===== config.mk =====
export PLATFORM = sky130hd
export DESIGN_NAME = uart_tx_arbiter
export DESIGN_NICKNAME = d
export VERILOG_FILES = /design/src/rtl/uart_arb_pkg.sv /design/src/rtl/uart_tx_arbiter_timer.sv /design/src/rtl/uart_tx_arbiter.sv
export SDC_FILE = /design/constraint.sdc
export NUM_CORES = 1
export LEC_CHECK = 0
export ABC_CLOCK_PERIOD_IN_PS = 2200
export CAP_MARGIN = 20
export CELL_PAD_IN_SITES_DETAIL_PLACEMENT = 1
export CELL_PAD_IN_SITES_GLOBAL_PLACEMENT = 1
export CORE_AREA = 2 2 74 76
export DETAILED_ROUTE_END_ITERATION = 10
export DIE_AREA = 0 0 76 78
export PLACE_DENSITY_LB_ADDON = 0.05
export SLEW_MARGIN = 10
export SYNTH_ARGS = -nofsm -noshare
export SYNTH_HDL_FRONTEND = slang
export SYNTH_SLANG_ARGS = --single-unit
export TNS_END_PERCENT = 50

===== constraint.sdc =====
create_clock -name clk_w -period 2.2 [get_ports clk_w]
set_input_delay 0.66 -clock clk_w [delete_from_list [all_inputs] [get_ports clk_w]]
set_output_delay 0.66 -clock clk_w [all_outputs]
set_load 0.02 [all_outputs]

===== src/rtl/uart_arb_pkg.sv =====
// rtl/uart_arb_pkg.sv - shared types and cycle-count helper for the UART TX arbiter
// Purpose: FSM state encoding, one-hot grant encodings and bit-time arithmetic
//          used by uart_tx_arbiter and uart_frame_timer.
// Ports:   none (package).
package uart_arb_pkg;

  typedef enum logic [1:0] {
    IDLE  = 2'd0,
    FRAME = 2'd1,
    HOLD  = 2'd2
  } arb_state_e;

  localparam logic [1:0] GNT_NONE = 2'b00;
  localparam logic [1:0] GNT_DBG  = 2'b01;
  localparam logic [1:0] GNT_UART = 2'b10;

  // Clock cycles spanned by a number of bit-times at the given line rate.
  function automatic int unsigned cyc_count(input int unsigned clk_hz,
                                            input int unsigned baud,
                                            input int unsigned bits);
    return (clk_hz / baud) * bits;
  endfunction

endpackage


===== src/rtl/uart_tx_arbiter_timer.sv =====
// rtl/uart_tx_arbiter_timer.sv - per-line falling-edge detector and frame-length timer
// Purpose: detects the start bit of a UART frame on one line and times the frame.
// Ports:
//   clk_w, rst_sys_w : clock, asynchronous active-high reset
//   line_i           : serial line being watched
//   start_o          : comb pulse, falling edge seen while the timer is idle
//   busy_o           : timer running (frame in progress after its first cycle)
//   done_o           : pulse on the last cycle of the frame
module uart_frame_timer
  import uart_arb_pkg::*;
#(
  parameter int unsigned CLK_HZ     = 25000000,
  parameter int unsigned BAUD       = 1000000,
  parameter int unsigned FRAME_BITS = 10
) (
  input  logic clk_w,
  input  logic rst_sys_w,
  input  logic line_i,
  output logic start_o,
  output logic busy_o,
  output logic done_o
);

  localparam int unsigned FRAME_CYC = cyc_count(CLK_HZ, BAUD, FRAME_BITS);
  localparam int CNT_W = $clog2(FRAME_CYC + 1);

  logic             prev;
  logic [CNT_W-1:0] cnt;

  // The start cycle is the first frame cycle, so the counter holds the
  // remaining FRAME_CYC-1 cycles and the next start is accepted right after.
  assign busy_o  = (cnt != '0);
  assign start_o = prev & ~line_i & ~busy_o;
  assign done_o  = (cnt == CNT_W'(1));

  always_ff @(posedge clk_w or posedge rst_sys_w) begin
    if (rst_sys_w) begin
      prev <= 1'b0;
      cnt  <= '0;
    end else begin
      prev <= line_i;
      if (start_o) begin
        cnt <= CNT_W'(FRAME_CYC - 1);
      end else if (busy_o) begin
        cnt <= cnt - 1'b1;
      end
    end
  end

endmodule


===== src/rtl/uart_tx_arbiter.sv =====
// rtl/uart_tx_arbiter.sv - whole-frame arbiter sharing one UART TX pin between two sources
// Purpose: the first line to start a frame owns the pin for that frame plus a hold
//          window; frames starting on the other line meanwhile are discarded and counted.
// Ports:
//   clk_w, rst_sys_w : clock, asynchronous active-high reset
//   dbg_txd_i        : debug UART serial out (line 0, wins ties)
//   uart_txd_i       : application UART serial out (line 1)
//   drop_clr_i       : synchronous clear of drop_cnt_o
//   txd_o            : registered pin output, granted input delayed one cycle
//   grant_o          : one-hot owner, 01 dbg, 10 uart, 00 none
//   busy_o           : grant_o is not 00
//   drop_cnt_o       : saturating count of discarded frames
module uart_tx_arbiter
  import uart_arb_pkg::*;
#(
  parameter int unsigned CLK_HZ     = 25000000,
  parameter int unsigned BAUD       = 1000000,
  parameter int unsigned FRAME_BITS = 10,
  parameter int unsigned HOLD_BITS  = 20
) (
  input  logic       clk_w,
  input  logic       rst_sys_w,
  input  logic       dbg_txd_i,
  input  logic       uart_txd_i,
  input  logic       drop_clr_i,
  output logic       txd_o,
  output logic [1:0] grant_o,
  output logic       busy_o,
  output logic [7:0] drop_cnt_o
);

  localparam int unsigned HOLD_CYC = cyc_count(CLK_HZ, BAUD, HOLD_BITS);
  localparam int HOLD_W = (HOLD_CYC > 0) ? $clog2(HOLD_CYC + 1) : 1;

  logic dbg_start, dbg_busy, dbg_done;
  logic uart_start, uart_busy, uart_done;
  logic owner_line, owner_start, owner_done, drop_hit;
  logic unused_busy;

  arb_state_e        state;
  logic [HOLD_W-1:0] hold_cnt;

  uart_frame_timer #(.CLK_HZ(CLK_HZ), .BAUD(BAUD), .FRAME_BITS(FRAME_BITS)) u_dbg_timer (
    .clk_w(clk_w), .rst_sys_w(rst_sys_w), .line_i(dbg_txd_i),
    .start_o(dbg_start), .busy_o(dbg_busy), .done_o(dbg_done)
  );

  uart_frame_timer #(.CLK_HZ(CLK_HZ), .BAUD(BAUD), .FRAME_BITS(FRAME_BITS)) u_uart_timer (
    .clk_w(clk_w), .rst_sys_w(rst_sys_w), .line_i(uart_txd_i),
    .start_o(uart_start), .busy_o(uart_busy), .done_o(uart_done)
  );

  // A running timer already suppresses start, so the arbiter needs no busy flag.
  assign unused_busy = dbg_busy ^ uart_busy;

  // Only meaningful while a grant is held.
  assign owner_line  = grant_o[0] ? dbg_txd_i  : uart_txd_i;
  assign owner_start = grant_o[0] ? dbg_start  : uart_start;
  assign owner_done  = grant_o[0] ? dbg_done   : uart_done;

  // A start on the line that is not (or will not be) the owner this cycle.
  assign drop_hit = ((grant_o == GNT_DBG)  && uart_start) ||
                    ((grant_o == GNT_UART) && dbg_start)  ||
                    ((grant_o == GNT_NONE) && dbg_start && uart_start);

  always_ff @(posedge clk_w or posedge rst_sys_w) begin
    if (rst_sys_w) begin
      state    <= IDLE;
      grant_o  <= GNT_NONE;
      busy_o   <= 1'b0;
      txd_o    <= 1'b1;
      hold_cnt <= '0;
    end else begin
      case (state)
        IDLE: begin
          // The start bit itself is forwarded on the grant cycle.
          if (dbg_start) begin
            state   <= FRAME;
            grant_o <= GNT_DBG;
            busy_o  <= 1'b1;
            txd_o   <= dbg_txd_i;
          end else if (uart_start) begin
            state   <= FRAME;
            grant_o <= GNT_UART;
            busy_o  <= 1'b1;
            txd_o   <= uart_txd_i;
          end else begin
            txd_o <= 1'b1;
          end
        end
        FRAME: begin
          txd_o <= owner_line;
          if (owner_done) begin
            if (HOLD_CYC == 0) begin
              state   <= IDLE;
              grant_o <= GNT_NONE;
              busy_o  <= 1'b0;
            end else begin
              state    <= HOLD;
              hold_cnt <= HOLD_W'(HOLD_CYC);
            end
          end
        end
        HOLD: begin
          // An owner start beats expiry on the same cycle.
          if (owner_start) begin
            state <= FRAME;
            txd_o <= owner_line;
          end else if (hold_cnt == '0) begin
            state   <= IDLE;
            grant_o <= GNT_NONE;
            busy_o  <= 1'b0;
            txd_o   <= 1'b1;
          end else begin
            hold_cnt <= hold_cnt - 1'b1;
            txd_o    <= owner_line;
          end
        end
        default: begin
          state   <= IDLE;
          grant_o <= GNT_NONE;
          busy_o  <= 1'b0;
          txd_o   <= 1'b1;
        end
      endcase
    end
  end

  always_ff @(posedge clk_w or posedge rst_sys_w) begin
    if (rst_sys_w) begin
      drop_cnt_o <= 8'd0;
    end else if (drop_clr_i) begin
      drop_cnt_o <= 8'd0;
    end else if (drop_hit && (drop_cnt_o != 8'hFF)) begin
      drop_cnt_o <= drop_cnt_o + 8'd1;
    end
  end

endmodule


==> impl_metrics.env <==
export IMPL_status="complete, no violations"
export IMPL_ys_types=52
export IMPL_grt_max_degree=25
export IMPL_synth_area_leaders="dfrtp_1 45%, ha_1 4.5%, nor2_1 3.5%, a21oi_1 2.7%, nand3_1 2.5%"
export IMPL_setup_violations=0
export IMPL_setup_ws_ns=0.0512
export IMPL_synthTopCellsByCount="40 x dfrtp_1, 21 x nor2_1, 12 x a21oi_1"
export IMPL_root_buffer="clkbuf_8"
export IMPL_fin_worst_skew_ns=0.00620
export IMPL_path_max_fanout=6
export IMPL_cts_buffers=5
export IMPL_cts_clk_slew_worst_paths_ns=0.08
export IMPL_fillers=596
export IMPL_synth_top_area_share_pct=44.7
export IMPL_placement_io_buffers=16
export IMPL_cap_violations=0
export IMPL_die_h_microns=78
export IMPL_ant_nets=0
export IMPL_wl_per_cell_microns=16.9
export IMPL_slew_violations=0
export IMPL_dr_pass1_iters=4
export IMPL_power_density_nw_per_um2=1130
export IMPL_required_ns=2.37
export IMPL_drtIter0Drc=111
export IMPL_grt_overflow_total=0
export IMPL_drive_gt1_share_pct=13.8
export IMPL_maxSlewHeadroom_pct=63.0
export IMPL_wl_microns=5590
export IMPL_cts_tree="built"
export IMPL_synth_most_common_cell="dfrtp_1"
export IMPL_dieArea_sq_um=5930
export IMPL_hold_buffers=0
export IMPL_yosys_area_top_type="dfrtp_1"
export IMPL_critical_path_class="input port to flop"
export IMPL_timing_hold_ws_ns=0.490
export IMPL_power_mw=3.03
export IMPL_seqCellArea_sq_um=1030
export IMPL_cp_slowest_cell="clkdlybuf4s50_1"
export IMPL_grt_pass1_wl_microns=9870
export IMPL_yosys_warnings=0
export IMPL_io_pins=17
export IMPL_num_rows=26
export IMPL_finish_net_count=273
export IMPL_timing_final_crit_share_pct=97.7
export IMPL_drc_errors=0
export IMPL_antenna_found_initial=0
export IMPL_fmax_mhz=465
export IMPL_clkLatencyLatePin_ns=0.29
export IMPL_crit_chain="clkdlybuf4s50_1, and3b_2, nand4_1, nand4b_1, o21a_1, or3_1"
export IMPL_dpl_hpwl_microns=4180
export IMPL_multi_input_comb_area_sq_um=1150
export IMPL_ys_ff_latch=41
export IMPL_initial_core_util_pct=44.4
export IMPL_syn_to_final_growth_pct=20.3
export IMPL_numClockSinks=41
export IMPL_min_period_ns=2.15
export IMPL_rsz0062_at_grt="yes"
export IMPL_synth_edf_count=0
export IMPL_seq_area_frac_synth_pct=45.9
export IMPL_core_sq_um=5040
export IMPL_cts_buffer_depth=2
export IMPL_hold_viol_final=0
export IMPL_synthArstFlopShare_pct=100
export IMPL_num_vias=1890
export IMPL_syn_nets=237
export IMPL_grt_use_total_pct=20.6
export IMPL_h_tree_depth=2
export IMPL_die_x_microns=76
export IMPL_crit_path_max_incr_delay_ns=0.47
export IMPL_avgSynthCellArea_sq_um=9.99
export IMPL_grt_pass1_vias=2062
export IMPL_diodes=0
export IMPL_synth_cells=224
export IMPL_reg2reg_setup_slack_ns=0.06
export IMPL_viasPerCell=5.71
export IMPL_cp_end_kind="flop"
export IMPL_hp_class="flop to flop"
export IMPL_p_leak_nw=1.13
export IMPL_crit_arrival_ns=2.32
export IMPL_worst_slew_pin_slew_ns=0.555
export IMPL_ys_flop_type="dfrtp_1"
export IMPL_place_ws_ns=-0.266
export IMPL_peakVddDrop_mv=0.482
export IMPL_critPathLaunchType="input port"
export IMPL_synth_cell_area_sq_um=2240
export IMPL_finalWeightedCongestion=0.807
-- worst paths after layout --
path                                startpoint                  end  cells after the start
min in group asynchronous            rst_sys_w  u_uart_timer.cnt[1]                      3
setup reg to reg           u_uart_timer.cnt[1]        drop_cnt_o[7]                      7
max in group asynchronous            rst_sys_w           grant_o[0]                      3
setup / recovery                     dbg_txd_i          hold_cnt[5]                      6
hold reg to reg                    hold_cnt[4]          hold_cnt[4]                      1
hold / removal                     hold_cnt[4]          hold_cnt[4]                      1
-- per-stage QoR --
| stage | area (sq um) | utilization, % | std cells | TNS, ns |
|---|---|---|---|---|
| floorplan | 2240 | - | 224 | 0 |
| global placement | 2600 | 51.5 | 322 | -2.07 |
| detailed placement | 2600 | 51.5 | 322 | -2.92 |
| CTS | 2680 | 53.1 | 330 | 0 |
| global route | 2690 | 53.4 | 331 | -0.316 |
| finish | 2690 | 53.4 | 331 | 0 |
-- critical path, delay by kind of cell --
kind | cells | cell delay [ns]
AND/OR/NAND/NOR | 4 | 0.95
buffers and inverters | 1 | 0.47
AO/OA/AOI/OAI | 1 | 0.24
-- per-layer routing --
layer / track usage [%] / wire length (microns)
met3: 3.26 / 115
met2: 36.8 / 2790
met5: 0 / 0
met4: 6.55 / 75
met1: 25.7 / 2600
-- placed cells by master (no fill, tap or decap), types with 2 or more instances in the layout --
cell	count
a211oi_1	3
dfrtp_1	39
clkbuf_1	3
nand4_1	3
clkbuf_8	5
a311oi_1	5
nand3_1	11
mux2i_1	4
nor3_1	11
nor4_1	5
nor4_4	2
nand2_1	11
o21ai_0	5
inv_1	11
nor2_1	21
or3_1	4
nand2b_1	2
a31oi_1	7
nand3b_1	2
o31ai_1	3
buf_4	19
ha_1	8
o211a_1	2
nor2b_1	5
o211ai_1	5
o22a_1	2
xnor2_1	6
a21oi_1	12
a41oi_1	2
nand4b_1	3
clkdlybuf4s50_1	16
-- where the power goes --
part | leakage, nW | switching, mW | internal, mW
registers | 0.500 | 0.328 | 1.02
logic | 0.591 | 0.672 | 0.527
clock network | 0.0395 | 0.255 | 0.226
-- logic make-up after synthesis --
family	Yosys count	share of synthesized area, %
adder cells (fa/ha/maj)	8	4.47
buffers and inverters	18	3.08
flip-flops	41	45.9
multiplexers	5	2.29
XOR/XNOR	7	2.74
AND/OR/NAND/NOR	90	24.2
AO/OA/AOI/OAI	55	17.3
-- cell type report --
type                            instances  area share, %
Multi-Input combinational cell        165           42.6
Sequential cell                        41           38.2
Timing Repair Buffer                   35           11.3
Tap cell                               70           3.25
Clock buffer                            8           2.98
Inverter                               12           1.67
-- flip-flops by register name, summed over array words and instances, names as in the netlist --
signal,count
busy_o,1
hold_cnt,9
u_uart_timer.prev,1
u_dbg_timer.cnt,8
txd_o,1
grant_o,2
state,2
drop_cnt_o,8
u_dbg_timer.prev,1
u_uart_timer.cnt,8
-- what timing repair did --
item	in CTS	in global routing
gates resized for setup	0	3
endpoints found under the setup margin	0	9
buffers inserted	0	1
Note: power is estimated with default switching activity, not from simulation.
